===== src/rtl/imm_ctrl_pkg.sv =====
`default_nettype none
// ============================================================================
//  Module      : imm_ctrl_pkg
//  Description : Shared types and constants for the immediate-class control
//                sequencer: state encodings, opcodes, ALU select codes,
//                opcode classes and the strobe bundle layout.
//  Revision    : 1.0 - initial release
// ============================================================================
package imm_ctrl_pkg;

    // Present_state encoding is visible on the debug port, so values are fixed.
    typedef enum logic [3:0] {
        S_IDLE    = 4'd0,
        S_T0      = 4'd1,
        S_T1      = 4'd2,
        S_T2      = 4'd3,
        S_T3      = 4'd4,
        S_T4      = 4'd5,
        S_T5      = 4'd6,
        S_HALTED  = 4'd7,
        S_ILLEGAL = 4'd8
    } state_t;

    localparam logic [4:0] OP_LDI  = 5'b00001;
    localparam logic [4:0] OP_ADDI = 5'b01100;
    localparam logic [4:0] OP_ANDI = 5'b01101;
    localparam logic [4:0] OP_ORI  = 5'b01110;
    localparam logic [4:0] OP_HALT = 5'b11011;

    localparam logic [4:0] ALU_NOP = 5'b00000;
    localparam logic [4:0] ALU_ADD = 5'b00011;
    localparam logic [4:0] ALU_AND = 5'b00101;
    localparam logic [4:0] ALU_OR  = 5'b00110;

    // C_LDI must stay at zero: it doubles as the cleared opcode latch value.
    typedef enum logic [1:0] {
        C_LDI       = 2'd0,
        C_ARITH_ADD = 2'd1,
        C_AND       = 2'd2,
        C_OR        = 2'd3
    } op_class_t;

    // Field order is the bit order of the flattened strobe vector (MSB first).
    typedef struct packed {
        logic PCout;
        logic MARin;
        logic IncPC;
        logic PCin;
        logic Read;
        logic MDRin;
        logic MDRout;
        logic IRin;
        logic Yin;
        logic GRA;
        logic GRB;
        logic Rin;
        logic Rout;
        logic BAout;
        logic Cout;
        logic Zin;
        logic Zlowout;
        logic Instr_done;
        logic Halted;
        logic Illegal;
    } strobes_t;

    localparam int STB_W = $bits(strobes_t);

    typedef struct packed {
        logic      valid;
        op_class_t cls;
    } op_decode_t;

    // Maps an opcode to its execution class; valid=0 for HALT and all
    // unsupported opcodes (the FSM separates those two cases itself).
    function automatic op_decode_t decode_opcode(input logic [4:0] op);
        op_decode_t d;
        d.valid = 1'b1;
        d.cls   = C_LDI;
        case (op)
            OP_LDI:  d.cls = C_LDI;
            OP_ADDI: d.cls = C_ARITH_ADD;
            OP_ANDI: d.cls = C_AND;
            OP_ORI:  d.cls = C_OR;
            default: d.valid = 1'b0;
        endcase
        return d;
    endfunction

endpackage : imm_ctrl_pkg
`default_nettype wire


===== src/rtl/imm_ctrl_decode.sv =====
`default_nettype none
// ============================================================================
//  Module      : imm_ctrl_decode
//  Description : Combinational Moore decode of sequencer state plus opcode
//                class into the full datapath strobe vector and ALU select.
//  Ports       : state      in  4   current FSM state
//                cls        in  2   opcode class (live in T3, latched in T4)
//                cls_valid  in  1   class is a supported immediate op
//                strobes    out 20  flattened strobe bundle (see strobes_t)
//                operation  out 5   ALU select, non-zero only in T4
//  Revision    : 1.0 - initial release
// ============================================================================
module imm_ctrl_decode
    import imm_ctrl_pkg::*;
(
    input  logic [3:0]       state,
    input  logic [1:0]       cls,
    input  logic             cls_valid,
    output logic [STB_W-1:0] strobes,
    output logic [4:0]       operation
);

    strobes_t w_stb;

    always_comb begin
        w_stb     = '0;
        operation = ALU_NOP;
        case (state_t'(state))
            S_T0: begin
                w_stb.PCout = 1'b1;
                w_stb.MARin = 1'b1;
                w_stb.IncPC = 1'b1;
                w_stb.PCin  = 1'b1;
            end
            S_T1: begin
                w_stb.Read  = 1'b1;
                w_stb.MDRin = 1'b1;
            end
            S_T2: begin
                w_stb.MDRout = 1'b1;
                w_stb.IRin   = 1'b1;
            end
            S_T3: begin
                // HALT and unsupported opcodes leave T3 silent.
                if (cls_valid) begin
                    w_stb.GRB = 1'b1;
                    w_stb.Yin = 1'b1;
                    if (op_class_t'(cls) == C_LDI) w_stb.BAout = 1'b1;
                    else                           w_stb.Rout  = 1'b1;
                end
            end
            S_T4: begin
                w_stb.Cout = 1'b1;
                w_stb.Zin  = 1'b1;
                case (op_class_t'(cls))
                    C_AND:   operation = ALU_AND;
                    C_OR:    operation = ALU_OR;
                    default: operation = ALU_ADD;
                endcase
            end
            S_T5: begin
                w_stb.Zlowout    = 1'b1;
                w_stb.GRA        = 1'b1;
                w_stb.Rin        = 1'b1;
                w_stb.Instr_done = 1'b1;
            end
            S_HALTED:  w_stb.Halted  = 1'b1;
            S_ILLEGAL: w_stb.Illegal = 1'b1;
            default: ;
        endcase
    end

    assign strobes = w_stb;

endmodule : imm_ctrl_decode
`default_nettype wire


===== src/rtl/imm_ctrl_seq.sv =====
`default_nettype none
// ============================================================================
//  Module      : imm_ctrl_seq
//  Description : Control sequencer for instruction fetch and the immediate
//                class (ldi/addi/andi/ori/halt). Holds the FSM, the memory
//                wait-state counter, the opcode-class latch and the retired
//                instruction counter; strobes come from imm_ctrl_decode.
//  Ports       : Clock, Reset_n (async active-low), Run, ir_data[DATA_W]
//                fetch strobes  PCout MARin IncPC PCin Read MDRin MDRout IRin
//                exec strobes   Yin GRA GRB Rin Rout BAout Cout Zin Zlowout
//                operation[5], Present_state[4], Instr_done, Halted, Illegal,
//                instr_count[CNT_W]
//  Revision    : 1.0 - initial release
// ============================================================================
module imm_ctrl_seq
    import imm_ctrl_pkg::*;
#(
    parameter int DATA_W   = 32,
    parameter int OPW      = 5,
    parameter int MEM_WAIT = 0,
    parameter int CNT_W    = 16
) (
    input  logic              Clock,
    input  logic              Reset_n,
    input  logic              Run,
    input  logic [DATA_W-1:0] ir_data,
    output logic              PCout,
    output logic              MARin,
    output logic              IncPC,
    output logic              PCin,
    output logic              Read,
    output logic              MDRin,
    output logic              MDRout,
    output logic              IRin,
    output logic              Yin,
    output logic              GRA,
    output logic              GRB,
    output logic              Rin,
    output logic              Rout,
    output logic              BAout,
    output logic              Cout,
    output logic              Zin,
    output logic              Zlowout,
    output logic [4:0]        operation,
    output logic [3:0]        Present_state,
    output logic              Instr_done,
    output logic              Halted,
    output logic              Illegal,
    output logic [CNT_W-1:0]  instr_count
);

    localparam logic [3:0] c_WAIT_INIT = 4'(MEM_WAIT);

    state_t           r_state;
    logic [3:0]       r_wait;
    logic [CNT_W-1:0] r_count;
    op_class_t        r_cls;

    logic [OPW-1:0]   w_opcode;
    op_decode_t       w_dec;
    logic             w_is_halt;
    logic [1:0]       w_cls_sel;
    logic             w_cls_valid;
    strobes_t         w_stb;
    logic [STB_W-1:0] w_stb_vec;
    logic             w_unused_ir;

    assign w_opcode    = ir_data[DATA_W-1 -: OPW];
    assign w_dec       = decode_opcode(5'(w_opcode));
    assign w_is_halt   = (5'(w_opcode) == OP_HALT);
    assign w_unused_ir = ^ir_data[DATA_W-OPW-1:0];

    // T3 strobes follow the opcode currently on the IR; T4 uses the latch.
    assign w_cls_sel   = (r_state == S_T3) ? w_dec.cls   : r_cls;
    assign w_cls_valid = (r_state == S_T3) ? w_dec.valid : 1'b1;

    always_ff @(posedge Clock or negedge Reset_n) begin
        if (!Reset_n) begin
            r_state <= S_IDLE;
            r_wait  <= '0;
            r_count <= '0;
            r_cls   <= C_LDI;
        end else begin
            case (r_state)
                S_IDLE: if (Run) r_state <= S_T0;
                S_T0: begin
                    r_state <= S_T1;
                    r_wait  <= c_WAIT_INIT;
                end
                // Counter hits zero on the last read cycle: MEM_WAIT+1 cycles.
                S_T1: begin
                    if (r_wait == 4'd0) r_state <= S_T2;
                    else                r_wait  <= r_wait - 4'd1;
                end
                S_T2: r_state <= S_T3;
                S_T3: begin
                    if (w_dec.valid) begin
                        r_cls   <= w_dec.cls;
                        r_state <= S_T4;
                    end else if (w_is_halt) begin
                        r_state <= S_HALTED;
                    end else begin
                        r_state <= S_ILLEGAL;
                    end
                end
                S_T4: r_state <= S_T5;
                S_T5: begin
                    r_count <= r_count + 1'b1;
                    r_state <= Run ? S_T0 : S_IDLE;
                end
                S_HALTED:  r_state <= S_HALTED;
                S_ILLEGAL: r_state <= S_ILLEGAL;
                default:   r_state <= S_IDLE;
            endcase
        end
    end

    imm_ctrl_decode u_decode (
        .state     (r_state),
        .cls       (w_cls_sel),
        .cls_valid (w_cls_valid),
        .strobes   (w_stb_vec),
        .operation (operation)
    );

    assign w_stb = w_stb_vec;

    assign PCout         = w_stb.PCout;
    assign MARin         = w_stb.MARin;
    assign IncPC         = w_stb.IncPC;
    assign PCin          = w_stb.PCin;
    assign Read          = w_stb.Read;
    assign MDRin         = w_stb.MDRin;
    assign MDRout        = w_stb.MDRout;
    assign IRin          = w_stb.IRin;
    assign Yin           = w_stb.Yin;
    assign GRA           = w_stb.GRA;
    assign GRB           = w_stb.GRB;
    assign Rin           = w_stb.Rin;
    assign Rout          = w_stb.Rout;
    assign BAout         = w_stb.BAout;
    assign Cout          = w_stb.Cout;
    assign Zin           = w_stb.Zin;
    assign Zlowout       = w_stb.Zlowout;
    assign Instr_done    = w_stb.Instr_done;
    assign Halted        = w_stb.Halted;
    assign Illegal       = w_stb.Illegal;
    assign Present_state = r_state;
    assign instr_count   = r_count;

endmodule : imm_ctrl_seq
`default_nettype wire

===== config.mk =====
export PLATFORM = sky130hd
export DESIGN_NAME = imm_ctrl_seq
export DESIGN_NICKNAME = d
export VERILOG_FILES = /design/src/rtl/imm_ctrl_pkg.sv /design/src/rtl/imm_ctrl_decode.sv /design/src/rtl/imm_ctrl_seq.sv
export SDC_FILE = /design/constraint.sdc
export NUM_CORES = 1
export LEC_CHECK = 0
export CORE_UTILIZATION = 30
export CTS_CLUSTER_SIZE = 14
export DETAILED_ROUTE_END_ITERATION = 12
export GPL_TIMING_DRIVEN = 1
export PLACE_DENSITY_LB_ADDON = 0.25
export SLEW_MARGIN = 30
export SYNTH_ARGS = -nofsm -noshare
export SYNTH_HDL_FRONTEND = slang
export SYNTH_SLANG_ARGS = --single-unit

===== constraint.sdc =====
create_clock -name Clock -period 1.59 [get_ports Clock]
set_input_delay 0.2385 -clock Clock [delete_from_list [all_inputs] [get_ports Clock]]
set_output_delay 0.2385 -clock Clock [all_outputs]
set_load 0.01 [all_outputs]

Word level (Yosys, flattened, before mapping)
Index checks and enable logic that the tools add are counted.
{ "totals": {"reg_bits": 26, "input_bits": 35, "word_cells": 60} }
{ "classes": {"n_addsub": 2, "muxes": 28, "n_eq_ne": 18, "n_reduce_logical": 8} }
{ "op_table": {"columns": ["op", "count"], "rows": [
  ["4-bit case mux with 9 select lines", 1],
  ["4-bit 2-to-1 mux", 6],
  ["16-bit by 1-bit adder with 16-bit output (second input constant)", 1],
  ["4-bit by 3-bit == test with 1-bit output (second input constant)", 4],
  ["5-bit by 4-bit == test with 1-bit output (second input constant)", 3],
  ["2-bit 2-to-1 mux", 7],
  ["1-bit 2-to-1 mux", 10],
  ["4-bit by 2-bit == test with 1-bit output (second input constant)", 2],
  ["4-bit logical NOT", 2],
  ["4-bit case mux with 2 select lines", 1],
  ["2-bit != test (second input constant)", 3],
  ["2-bit case mux with 3 select lines", 1],
  ["3-bit case mux with 2 select lines", 1],
  ["2-bit AND reduction", 3],
  ["5-bit by 1-bit == test with 1-bit output (second input constant)", 1],
  ["5-bit == test (second input constant)", 1],
  ["5-bit 2-to-1 mux", 1],
  ["2-bit == test (second input constant)", 2],
  ["4-bit by 1-bit == test with 1-bit output (second input constant)", 1],
  ["4-bit == test (second input constant)", 1],
  ["4-bit OR reduction", 1],
  ["4-bit by 1-bit subtractor with 4-bit output (second input constant)", 1],
  ["2-bit logical NOT", 1],
  ["2-bit nonzero test", 1]
]} }

Depth between registers and ports, before layout
{ "logic_depth": {"word_depth": 7, "mapped_depth": 6, "mapped_depth_nobuf": 5} }

Cells and area by module
From an unflattened synthesis, not the netlist that was laid out.
{ "unflattened": {"hier_cells": 171, "hier_area_um2": 1614.0} }
{ "modules_own_cells": {"columns": ["mod", "instances", "area_per_inst_um2", "seq_area_each_um2", "cells_per_inst"], "rows": [
  ["imm_ctrl_seq", 1, 1382.6, 650.6, 137],
  ["imm_ctrl_decode", 1, 231.5, 0.0, 34]
]} }

Worst setup path after synthesis
No wires, ideal clock.
{ "synth_timing": {"path_kind": "register -> register", "startpoint": "register r_state[1], in the netlist Present_state[1]", "endpoint": "register r_cls[1]", "setup_time_ns": 0.119, "n_path_buf": 1, "setup_slack_ns": -0.180, "t_arrival_ns": 1.651, "stages_incl_launch_ff": 6, "cell_sequence": "dfrtp_1 buf_6 or3_1 nor4_1 a21oi_1 o21a_1"} }
{ "synth_via": {"elab_chain_len": 2} }
{ "synth_rtl": {"columns": ["item", "line_no", "source"], "rows": [
  ["start, declared", "imm_ctrl_seq.sv:54", "state_t r_state;"],
  ["start signal, assigned", "imm_ctrl_seq.sv:109", "r_state <= Run ? S_T0 : S_IDLE;"],
  ["4-bit by 3-bit == test with 1-bit output", "imm_ctrl_seq.sv:84", "case (r_state)"],
  ["2-bit AND reduction (no line)", null, null],
  ["end signal, assigned", "imm_ctrl_seq.sv:98", "r_cls <= w_dec.cls;"],
  ["end, declared", "imm_ctrl_seq.sv:57", "op_class_t r_cls;"]
]} }
Every way passes these cells.
A chain may end at the register's enable or synchronous reset.

Worst setup path after layout
{ "layout_timing": {"startpoint": "register r_state[1], in the netlist Present_state[1]", "endpoint": "output Rout"} }
{ "layout_via": {"elab_chain_len": 6, "elab_cells_between_ends": 7, "cone_classes": "eq/ne (1); mux (5); reduce/logical (1)"} }
{ "layout_rtl": {"columns": ["item", "line_no", "source"], "rows": [
  ["4-bit by 3-bit == test with 1-bit output (*)", "imm_ctrl_decode.sv:28, imm_ctrl_seq.sv:74, imm_ctrl_seq.sv:75", null],
  ["2-bit 2-to-1 mux", "imm_ctrl_seq.sv:74", "assign w_cls_sel = (r_state == S_T3) ? w_dec.cls : r_cls;"],
  ["2-bit logical NOT", "imm_ctrl_decode.sv:48", "if (op_class_t'(cls) == C_LDI) w_stb.BAout = 1'b1;"],
  ["1-bit 2-to-1 mux", "imm_ctrl_decode.sv:48", null],
  ["2-bit 2-to-1 mux", "imm_ctrl_decode.sv:45", "if (cls_valid) begin"],
  ["2-bit 2-to-1 mux (*)", "imm_ctrl_decode.sv:28", "case (state_t'(state))"],
  ["end, declared", "imm_ctrl_seq.sv:39", "output logic Rout,"]
]} }
Mark *: on every way between the ends. The rest lies on a longest branch, timed or not.

==> metrics <==
post-DP HPWL=2580 um; status=complete, but fails checks; P&R area growth vs syn=77.7%; Inserted Clock Buffers=3; Initial Utilization=31.9%; failing checks=setup timing; R2R Path Start=Present_state[0]; Post-Synthesis Cells=160; Total Negative Setup Slacks=-7.05 ns; I/O Pins=80; GR Overflow Total=0; RSZ-0062 raised after global routing=yes; worst-path maximum fanout=3; most frequent cells in the layout=42 x buf_4, 31 x buf_6, 25 x dfrtp_1; CTS tree=built; CP endpoint kind=output pin; GRT Total Usage=15.3%; final worst slack=-0.366 ns; Root Buffer Master=clkbuf_8; FMAX=0.511 GHz; Mapped Area=1550 um^2; Antenna diodes=0; Final Max Tran Viols=0; Post-synth EDFFs=0; hold slack=0.335 ns; Worst VDD drop=0.616 mV; final hold violation count=0; via count of the routed design=1468; multi-input logic area=910 um^2; router iterations before antenna repair=4; Worst EP required=1.35 ns; clk buf depth=2; # setup viols final=39; die area=5440 um^2; largest net degree at the start of global routing=27; initial antenna violation count=0; Crit Path Class=flop to output pin; vias in the first global route=1442; site row count=25; ys flop type=dfrtp_1; WL per Instance=12.2 um; FF+latch area=652 um^2; commonest non-fill, non-tap cell in the layout=buf_4; port buffer count=50; register area share after synthesis=42.1%; floorplan die height=73.8 um; max-cap viol count=0; share of cells above drive strength 1=46.1%; gpl congestion=0.748; CP arrival=1.72 ns; first-pass GRT wire length=6430 um; Hold WC Path Type=input pin to async pin; Yosys warnings=0; Worst-path clk slew=0.09 ns; Routed Antenna Nets=0; Reg2Reg Depth=7; filler cell count=449; clock skew=0.00620 ns; vias per std cell=4.52; count of cell types in the netlist=41; WL final=3970 um; min cycle time layout=1.96 ns; R2R Setup Slk=-0.29 ns; clk sink count=26; chip width=73.8 um; FFs w/ async S/R, synth=100%; capturing point of the worst reg2reg path=r_wait[2]; H-tree Lvls=1; core outline area=4850 um^2; #FFs+latches synth=26; Synth Area per Inst=9.66 um^2; Static Leak=1.35 nW; DRC=0; Final nets=297; Power Density=1290 nW/um^2; final critical-path share of the clock period=123%; crit start category=flop; Finished Core Util=56.6%; hold_buf cts=0; Initial DRC Count=26; Clock Latency Late Sink=0.27 ns
[metal layers]
metal  track usage [%]  wire length, um  part of all wire, %  vias to the layer above
li1                  -                -                    -                      726
met1              18.9             1800                   45                      695
met2              26.6             1910                   48                       43
met3              3.16              220                  5.5                        4
met4              4.91               50                  1.3                        0
met5                 0                0                    0                        -
[cells by family (layout without fill, tap and decap cells)]
group,Yosys count,count (layout),share of synthesized area [%]
muxes,3,3,1.94
other,1,2,0.243
adders and majority gates,3,3,2.43
AOI/OAI and AO/OA,19,19,8.99
buffers and inverters,26,123,10.5
and+or+nand+nor,66,66,24.7
xor gates and xnor gates,16,16,9.07
DFF,26,26,42.1
[worst max path at each step]
stage | startpoint | to | slack [ns] | cells after the start
after floorplan | Present_state[2] | r_wait[3] | -0.05 | 5
after global placement | ir_data[27] | GRB | -0.65 | 6
after detailed placement | ir_data[31] | Rout | -0.67 | 5
after CTS | Present_state[1] | Rout | -0.36 | 5
after global routing | Present_state[1] | Rout | -0.44 | 5
final | Present_state[1] | Rout | -0.37 | 5
[timing repair]
item | CTS | global route
hold endpoints to repair | 0 | 0
setup endpoints to repair | 43 | 45
gates resized for setup | 132 | 31
buffers inserted | 18 | 10
pin swaps | 12 | 16
[Yosys cell counts (2+ instances only)]
cell     count  area, um^2
a21oi_1      6        30.0
and2_1       2        12.5
and3_1       2        12.5
buf_4       13        97.6
buf_6        2        22.5
dfrtp_1     26         651
ha_1         3        37.5
inv_1       10        37.5
mux2i_1      3        30.0
nand2_1     17        63.8
nand3_1      4        20.0
nand4_1      5        31.3
nor2_1      13        48.8
nor2b_1      2        12.5
nor3_1       5        25.0
nor4_1       2        12.5
nor4_4       2        42.5
o21a_1       4        30.0
o21ai_0      2        10.0
or3_1        2        12.5
xnor2_1     13         114
xor2_1       3        26.3
[where the power goes]
group	internal [mW]	switching, mW
clock	0.337	0.214
sequential	0.761	0.111
combinational	1.23	0.878
[metrics by stage]
step	total power, mW	worst slack, ns	area [um^2]	cells
after global routing	3.76	-0.441	2750	325
after detailed placement	2.40	-0.672	2310	299
after global placement	2.40	-0.649	2310	299
final	3.53	-0.366	2750	325
after CTS	3.35	-0.360	2610	321
after floorplan	1.70	-0.0457	1580	161
[sequential cells by signal, indices dropped and copies added, names as in the netlist]
name           cells
Present_state      4
r_wait             4
r_cls              2
instr_count       16
[area by class of cell]
class	instances	area share (%)
tap	67	3.05
sequential	26	23.7
multi-input combinational	109	33.1
inverter	10	1.82
clock buffer	3	1.50
timing repair buffer	109	35.6
clock inverter	1	1.09
[worst max-delay path, stage by stage (launching register included)]
cell     delay (ns)
dfrtp_1        0.43
buf_6          0.13
or3_4          0.40
nor3_4         0.20
and2_4         0.18
buf_6          0.10
Note: power is estimated with default switching activity, not from simulation.
